===== src/rtl/cdnsdru_usb4_message_bus_link_eval_tx_writer_pkg.sv =====
// Shared definitions for the link-eval message-bus TX writer: MB command
// encodings, FSM states and the request one-hot selects.
package cdnsdru_usb4_message_bus_link_eval_tx_writer_pkg;

  typedef enum logic [3:0] {
    MB_NOP       = 4'b0000,
    MB_WR_UNC    = 4'b0001,
    MB_WR_COM    = 4'b0010,
    MB_WRITE_ACK = 4'b0011
  } mb_cmd_e;

  typedef enum logic [2:0] {
    ST_IDLE,
    ST_REQ_BUS,
    ST_SEND,
    ST_WAIT_ACK,
    ST_DONE
  } tx_state_e;

  // Bit positions match prio_tx_writes_done_le
  localparam logic [2:0] SEL_FOM    = 3'b001;
  localparam logic [2:0] SEL_LEGACY = 3'b010;
  localparam logic [2:0] SEL_G67    = 3'b100;

endpackage


===== src/rtl/cdnsdru_usb4_mb_p2m_write_framer.sv =====
// Serialises one message-bus write into three P2M beats:
// {cmd,addr[11:8]}, addr[7:0], data. Beat 0 is emitted in the start cycle.
module cdnsdru_usb4_mb_p2m_write_framer (
  input  logic        pipe_mac2phy_clk,
  input  logic        pipe_mac2phy_rstn,
  input  logic        soft_rst,
  input  logic        start,
  input  logic [3:0]  cmd,
  input  logic [11:0] addr,
  input  logic [7:0]  data,
  output logic        beat_valid,
  output logic [7:0]  beat,
  output logic        last
);

  logic       busy;
  logic [1:0] idx;
  logic [1:0] cur_idx;

  assign cur_idx    = start ? 2'd0 : idx;
  assign beat_valid = start | busy;
  assign last       = beat_valid && (cur_idx == 2'd2);

  always_comb begin
    beat = 8'h00;
    if (beat_valid) begin
      case (cur_idx)
        2'd0:    beat = {cmd, addr[11:8]};
        2'd1:    beat = addr[7:0];
        default: beat = data;
      endcase
    end
  end

  always_ff @(posedge pipe_mac2phy_clk or negedge pipe_mac2phy_rstn) begin
    if (!pipe_mac2phy_rstn) begin
      busy <= 1'b0;
      idx  <= 2'd0;
    end else if (soft_rst) begin
      busy <= 1'b0;
      idx  <= 2'd0;
    end else if (beat_valid) begin
      if (cur_idx == 2'd2) begin
        busy <= 1'b0;
        idx  <= 2'd0;
      end else begin
        busy <= 1'b1;
        idx  <= cur_idx + 2'd1;
      end
    end
  end

endmodule


===== src/rtl/cdnsdru_usb4_message_bus_link_eval_tx_writer.sv =====
// Link-eval status writer: arbitrates fom/legacy/g67 requests, frames them as
// P2M message-bus writes, waits for write_ack (with timeout) and pulses done.
module cdnsdru_usb4_message_bus_link_eval_tx_writer
  import cdnsdru_usb4_message_bus_link_eval_tx_writer_pkg::*;
#(
  parameter logic [11:0] ADDR_STAT0  = 12'h00A,
  parameter logic [11:0] ADDR_STAT1  = 12'h00B,
  parameter logic [11:0] ADDR_STAT2  = 12'h00C,
  parameter logic [11:0] ADDR_STAT3  = 12'h00D,
  parameter logic [7:0]  ACK_TIMEOUT = 8'd255
) (
  input  logic       pipe_mac2phy_clk,
  input  logic       pipe_mac2phy_rstn,
  input  logic       cdb_reset,
  input  logic       cdb_ctrl_reset,
  input  logic       fom_tx_write,
  input  logic       eval_legacy_tx_write,
  input  logic       eval_g67_tx_write,
  input  logic [7:0] rx_link_eval_status0,
  input  logic [7:0] rx_link_eval_status1,
  input  logic [7:0] rx_link_eval_status2,
  input  logic [7:0] rx_link_eval_status3,
  input  logic       p2m_bus_gnt,
  input  logic       m2p_write_ack,
  output logic       p2m_bus_req,
  output logic [7:0] mb_p2m_data,
  output logic [2:0] prio_tx_writes_done_le,
  output logic       ack_timeout_err
);

  tx_state_e   state;
  tx_state_e   state_nxt;
  logic        soft_rst;
  logic [2:0]  arb_sel;
  logic        accept;
  logic [2:0]  sel_q;
  logic        two_wr_q;
  logic [3:0]  cmd0_q;
  logic [11:0] addr0_q;
  logic [11:0] addr1_q;
  logic [7:0]  data0_q;
  logic [7:0]  data1_q;
  logic [2:0]  beat_cnt;
  logic [7:0]  tmo_cnt;
  logic        tmo_hit;
  logic        hold_off;
  logic        second_wr;
  logic        frame_start;
  logic        frame_valid;
  logic        frame_last;
  logic [7:0]  frame_beat;
  logic [3:0]  frame_cmd;
  logic [11:0] frame_addr;
  logic [7:0]  frame_data;

  assign soft_rst = cdb_reset | cdb_ctrl_reset;

  always_comb begin
    arb_sel = 3'b000;
    if (fom_tx_write)              arb_sel = SEL_FOM;
    else if (eval_legacy_tx_write) arb_sel = SEL_LEGACY;
    else if (eval_g67_tx_write)    arb_sel = SEL_G67;
  end

  // hold_off masks the IDLE cycle right after DONE so a stale level is not re-armed
  assign accept      = (state == ST_IDLE) && !hold_off && (arb_sel != 3'b000);
  assign second_wr   = (beat_cnt >= 3'd3);
  assign frame_start = (state == ST_SEND) && ((beat_cnt == 3'd0) || (beat_cnt == 3'd3));
  assign frame_cmd   = second_wr ? MB_WR_COM : cmd0_q;
  assign frame_addr  = second_wr ? addr1_q : addr0_q;
  assign frame_data  = second_wr ? data1_q : data0_q;
  assign tmo_hit     = (tmo_cnt == ACK_TIMEOUT);

  cdnsdru_usb4_mb_p2m_write_framer u_framer (
    .pipe_mac2phy_clk  (pipe_mac2phy_clk),
    .pipe_mac2phy_rstn (pipe_mac2phy_rstn),
    .soft_rst          (soft_rst),
    .start             (frame_start),
    .cmd               (frame_cmd),
    .addr              (frame_addr),
    .data              (frame_data),
    .beat_valid        (frame_valid),
    .beat              (frame_beat),
    .last              (frame_last)
  );

  always_comb begin
    state_nxt = state;
    case (state)
      ST_IDLE:     if (accept) state_nxt = ST_REQ_BUS;
      ST_REQ_BUS:  if (p2m_bus_gnt) state_nxt = ST_SEND;
      ST_SEND:     if (frame_last && (!two_wr_q || second_wr)) state_nxt = ST_WAIT_ACK;
      ST_WAIT_ACK: if (m2p_write_ack || tmo_hit) state_nxt = ST_DONE;
      ST_DONE:     state_nxt = ST_IDLE;
      default:     state_nxt = ST_IDLE;
    endcase
  end

  always_ff @(posedge pipe_mac2phy_clk or negedge pipe_mac2phy_rstn) begin
    if (!pipe_mac2phy_rstn) begin
      state    <= ST_IDLE;
      hold_off <= 1'b0;
      beat_cnt <= 3'd0;
      tmo_cnt  <= 8'd0;
    end else if (soft_rst) begin
      state    <= ST_IDLE;
      hold_off <= 1'b0;
      beat_cnt <= 3'd0;
      tmo_cnt  <= 8'd0;
    end else begin
      state    <= state_nxt;
      hold_off <= (state == ST_DONE);
      beat_cnt <= (state == ST_SEND) ? beat_cnt + 3'd1 : 3'd0;
      tmo_cnt  <= (state == ST_WAIT_ACK) ? tmo_cnt + 8'd1 : 8'd0;
    end
  end

  // Shadow copy of the selected write; frozen until the next accept
  always_ff @(posedge pipe_mac2phy_clk or negedge pipe_mac2phy_rstn) begin
    if (!pipe_mac2phy_rstn) begin
      sel_q    <= 3'b000;
      two_wr_q <= 1'b0;
      cmd0_q   <= 4'b0000;
      addr0_q  <= 12'h000;
      addr1_q  <= 12'h000;
      data0_q  <= 8'h00;
      data1_q  <= 8'h00;
    end else if (soft_rst) begin
      sel_q    <= 3'b000;
      two_wr_q <= 1'b0;
      cmd0_q   <= 4'b0000;
      addr0_q  <= 12'h000;
      addr1_q  <= 12'h000;
      data0_q  <= 8'h00;
      data1_q  <= 8'h00;
    end else if (accept) begin
      sel_q <= arb_sel;
      case (arb_sel)
        SEL_FOM: begin
          two_wr_q <= 1'b0;
          cmd0_q   <= MB_WR_COM;
          addr0_q  <= ADDR_STAT0;
          data0_q  <= rx_link_eval_status0;
        end
        SEL_LEGACY: begin
          two_wr_q <= 1'b0;
          cmd0_q   <= MB_WR_COM;
          addr0_q  <= ADDR_STAT1;
          data0_q  <= rx_link_eval_status1;
        end
        default: begin
          two_wr_q <= 1'b1;
          cmd0_q   <= MB_WR_UNC;
          addr0_q  <= ADDR_STAT2;
          data0_q  <= rx_link_eval_status2;
          addr1_q  <= ADDR_STAT3;
          data1_q  <= rx_link_eval_status3;
        end
      endcase
    end
  end

  // A same-cycle ack beats the timeout, so only flag when no ack arrived
  always_ff @(posedge pipe_mac2phy_clk or negedge pipe_mac2phy_rstn) begin
    if (!pipe_mac2phy_rstn) begin
      ack_timeout_err <= 1'b0;
    end else if (soft_rst) begin
      ack_timeout_err <= 1'b0;
    end else if ((state == ST_WAIT_ACK) && tmo_hit && !m2p_write_ack) begin
      ack_timeout_err <= 1'b1;
    end
  end

  always_comb begin
    p2m_bus_req            = (state == ST_REQ_BUS) || (state == ST_SEND);
    mb_p2m_data            = ((state == ST_SEND) && frame_valid) ? frame_beat : 8'h00;
    prio_tx_writes_done_le = (state == ST_DONE) ? sel_q : 3'b000;
  end

endmodule


===== config.mk =====
export PLATFORM = sky130hd
export DESIGN_NAME = cdnsdru_usb4_message_bus_link_eval_tx_writer
export DESIGN_NICKNAME = d
export VERILOG_FILES = /design/src/rtl/cdnsdru_usb4_message_bus_link_eval_tx_writer_pkg.sv /design/src/rtl/cdnsdru_usb4_mb_p2m_write_framer.sv /design/src/rtl/cdnsdru_usb4_message_bus_link_eval_tx_writer.sv
export SDC_FILE = /design/constraint.sdc
export NUM_CORES = 1
export LEC_CHECK = 0
export ABC_CLOCK_PERIOD_IN_PS = 3300
export CORE_ASPECT_RATIO = 1.5
export CORE_UTILIZATION = 35
export DETAILED_ROUTE_END_ITERATION = 6
export GPL_TIMING_DRIVEN = 0
export MAX_ROUTING_LAYER = met4
export PLACE_DENSITY_LB_ADDON = 0.3
export SLEW_MARGIN = 5
export SYNTH_ARGS = -nofsm -noshare
export SYNTH_HDL_FRONTEND = slang
export SYNTH_SLANG_ARGS = --single-unit
export TNS_END_PERCENT = 1

===== constraint.sdc =====
create_clock -name pipe_mac2phy_clk -period 3.3 [get_ports pipe_mac2phy_clk]
set_input_delay 0.66 -clock pipe_mac2phy_clk [delete_from_list [all_inputs] [get_ports pipe_mac2phy_clk]]
set_output_delay 0.66 -clock pipe_mac2phy_clk [all_outputs]
set_load 0.1 [all_outputs]

==> implementation parameters <==
Parameter                              Value

Pwr
  Combinational Power Share    between 10% and 20%
  Internal power component    between 800 and 900 µW
  Leakage component of the power    between 0.001 and 0.0015 µW
  Switching Power    between 300 and 400 µW
  Sequential share of power    a little under half
  Clock group share of total power    a little under two fifths
  Max IR drop VDD    about 0.22 mV
  Sw Ratio    a little over a quarter
  Power Dens Cells    approximately 380 nW/µm²

Clocking
  CTS tree    yes
  Maximum count of clock buffers along a single path    2
  Clock sink total    43
  Clock buffer count from CTS    5
  Count of buffers added by post-CTS timing repair for setup    0
  Number of levels in the clock H-tree    2
  Worst-path clk slew    0.09 ns
  Clock tree root driver cell    sky130_fd_sc_hd__clkbuf_8
  Latest clock arrival within the worst-skew pair    0.30 ns

STA
  Clock Skew    0.0134 ns
  Worst slew margin relative to its limit    a little over a third
  Total Negative Setup Slacks    0 ns
  Number of pins exceeding their max-slew limit in the final report    0
  Number of failing setup endpoints in the final timing report    0
  Number of hold violations in the final report    0
  Post-route fraction of the period consumed by the critical path    96.3%
  Max frequency    between 300 and 400 MHz
  Post-layout min period    3.18 ns
  Slew at the pin closest to its max-slew limit    just under 1 ns
  Setup ws final    between 0.1 and 0.15 ns
  Setup repair after global routing missed its margin    yes
  Minimum hold slack    0.271 ns

Die
  Die Ht    just over 100 µm
  Row count    36
  Starting density of the core    between 30 and 40%
  Core Footprint    around 6500 µm²
  Die area    between 7000 and 8000 µm²
  Horiz. Die Dim    around 70 µm
  Number of top-level pins    54

Cells and area
  Fill cell count    ~650
  Fraction of final layout cells with drive strength greater than 1    a little under a fifth
  Count of antenna diodes in the layout    0
  Post-route cell area    just over 3000 µm²
  Count of placed standard cells in the final layout, fillers left out    377
  # nets final    roughly 350
  Layout area overhead    32.2%

Global route
  Overflow left after global routing    0
  Antenna violations before repair    0
  Overall fraction of global-route tracks in use    approximately 18%
  Vias in the first global route    1972
  Pin count of the biggest net entering global routing    29
  Wire length of the first global-routing pass    9320 µm

Critical path
  Slowest stage cell on the critical path    sky130_fd_sc_hd__dfrtp_1
  Kind of cell adding the most delay to the critical path    buffers and inverters
  Signal arrival time at the worst endpoint    2.52 ns
  Buffer and inverter count on the worst path    2
  Top cell by count, worst path    sky130_fd_sc_hd__ha_1
  Kind of start point of the critical path    register
  Required time of the critical path    roughly 2.6 ns
  Largest stage delay on the critical path    approximately 0.44 ns
  Critical path launch point    beat_cnt[0]
  Startpoint of the worst register-to-register path    beat_cnt[0]
  Cell-by-cell trace of the critical path    ha_1, ha_1, o21ai_0, clkbuf_1, nand3_1, a21oi_1, buf_4
  CP max FO    10
  Start-to-end type of the worst setup path    register to primary output
  Kind of end point of the critical path    primary output

Placed design
  Post-place setup slack    -0.597 ns
  PortBufs    51
  Placed Area    about 3000 µm²
  Placed Cells incl. Taps    approximately 370
  Final weighted congestion in routability-driven placement    roughly 0.8
  HPWL after detailed placement    approximately 4400 µm

Yosys
  Fraction of synthesized cell area in xor and xnor cells    under 10%
  Unique cell type count in the Yosys netlist    45
  Number of cells produced by synthesis    around 240
  Synth warnings    0
  Post-synthesis compound-gate area fraction    between 10% and 20%
  Net count of the mapped netlist    286
  Post-synthesis adder-cell area fraction    under 10%
  Number of enable flip-flop cells after synthesis    0
  Mapped Avg Cell Area    about 10 µm²
  Share of synthesized cell area in and, or, nand and nor gates    20.6%
  Proportion of synthesized area in mux cells    8.19%
  Synth Flop Type    sky130_fd_sc_hd__dfrtp_1
  Post-synthesis async set-or-reset flop share    100%
  Post-synthesis instance area    2350 µm²
  Sequential-to-total area share from yosys stat    45.7%
  FF+latch count, synth    43
  Dominant combinational cell family by area after synthesis    simple AND/OR/NAND/NOR gates

Routing
  Detailed-route DRC error count    0
  ANT nets after route    0
  Routed wire per std cell    ~15 µm
  Sum of routed wire length over all layers    just under 6000 µm
  Detailed-router iteration count before antenna repair    4
  Number of DRC markers after the initial detailed-route iteration    65
  Vias/cell    5.46
  Total via count in the routed design    2057

Flow run
  Max-cap check violation count    0

Hold path
  Path class of the lowest-slack min-delay path    input pin to async pin

Status
  Status    complete, no violations
through the flow:
step / power, µW / utilization (%)
CTS: 1200 / 47.9
finish: 1190 / 48.0
global route: 1240 / 48.0
detailed placement: 756 / 46.1
global placement: 752 / 45.9
floorplan: 666 / -
final timing paths:
check / endpoint / slack, ns / depth (start not counted)
hold / removal: sel_q[1] / 0.27 / 1
hold reg to reg: tmo_cnt[0] / 0.46 / 1
setup / recovery: mb_p2m_data[2] / 0.12 / 7
setup reg to reg: state[0] / 1.11 / 6
max in group asynchronous: u_framer.idx[0] / 2.54 / 2
min in group pipe_mac2phy_clk: tmo_cnt[0] / 0.46 / 1
cell type report:
class                      count  area, µm²  share of cell area, %
buffer                        14       87.6                   2.81
clock buffer                   6       82.6                   2.65
clock inverter                 2       38.8                   1.25
inverter                       6       22.5                  0.724
multi-input combinational    178       1200                   38.7
sequential                    43       1080                   34.6
tap                           76       95.1                   3.06
timing repair buffer          52        505                   16.2
routing by layer:
| layer | vias up | GRT usage, % | part of all wire, % |
|---|---|---|---|
| li1 | 981 | - | - |
| met1 | 1013 | 23.2 | 45 |
| met2 | 51 | 28.4 | 49 |
| met3 | 12 | 3.13 | 3.5 |
| met4 | 0 | 7.54 | 2.7 |
| met5 | - | - | 0 |
flip-flops by register name (all words and copies together), names as in the netlist, 2 cells and up:
name,count
data0_q,8
tmo_cnt,8
state,3
data1_q,8
sel_q,3
cmd0_q,2
u_framer.idx,2
addr0_q,2
beat_cnt,3
cell usage after synthesis, types with 3 or more instances:
cell type                  count  area (µm²)
sky130_fd_sc_hd__ha_1          4        50.1
sky130_fd_sc_hd__buf_2         5        25.0
sky130_fd_sc_hd__nor3_1        7        35.0
sky130_fd_sc_hd__inv_1         6        22.5
sky130_fd_sc_hd__dfrtp_1      43        1080
sky130_fd_sc_hd__nand2b_1      4        25.0
sky130_fd_sc_hd__mux2i_1       8        80.1
sky130_fd_sc_hd__a32oi_1       3        26.3
sky130_fd_sc_hd__and3_1        8        50.1
sky130_fd_sc_hd__nand3_1      11        55.1
sky130_fd_sc_hd__a22o_1        9        78.8
sky130_fd_sc_hd__o211ai_1      3        22.5
sky130_fd_sc_hd__o21ai_0      10        50.1
sky130_fd_sc_hd__nor2b_1       3        18.8
sky130_fd_sc_hd__buf_6         3        33.8
sky130_fd_sc_hd__xnor2_1       4        35.0
sky130_fd_sc_hd__a21oi_1      19        95.1
sky130_fd_sc_hd__nor2_2        3        18.8
sky130_fd_sc_hd__mux2_2        9         101
sky130_fd_sc_hd__a31o_2        3        26.3
sky130_fd_sc_hd__clkbuf_1      6        22.5
sky130_fd_sc_hd__nor2_1       20        75.1
sky130_fd_sc_hd__nand2_1      26        97.6
power by group through the flow:
stage               clock (µW)  combinational [µW]  sequential, µW
finish                     444                 197             548
global route               469                 216             550
CTS                        458                 199             548
detailed placement           0                 197             559
global placement             0                 194             558
floorplan                    0                 110             556
placed cells by master (no fill, tap or decap), drive strengths merged, types with 2 or more instances in the layout:
master / count
dfrtp: 43
clkdlybuf4s50: 42
nand2: 26
nor2: 23
a21oi: 20
clkbuf: 15
buf: 15
nand3: 11
o21ai: 11
mux2: 10
a22o: 9
and3: 8
mux2i: 8
nor3: 8
inv: 7
xnor2: 4
nand2b: 4
ha: 4
nor2b: 3
o211ai: 3
a32oi: 3
a31o: 3
xor2: 2
o21a: 2
nor4: 2
cell families after synthesis:
family / count (synthesis)
buffers and inverters: 20
DFF: 43
adders and majority gates: 4
AOI/OAI and AO/OA: 58
muxes: 18
xor gates and xnor gates: 6
and+or+nand+nor: 92
timing repair:
| action | CTS | global route |
|---|---|---|
| hold buffers | 0 | 0 |
| pin swaps | 0 | 1 |
| gates resized for setup | 46 | 6 |
| gates cloned | 0 | 0 |
| endpoints found under the setup margin | 8 | 8 |
worst register-to-register path, delay by kind of cell, from the launching register on:
family | cells | cell delay, ns
multiplexers | 1 | 0.34
AO/OA/AOI/OAI | 3 | 0.90
flip-flops | 1 | 0.44
adder cells (fa/ha/maj) | 2 | 0.42
No activity file was read; power rests on OpenSTA's default activity.
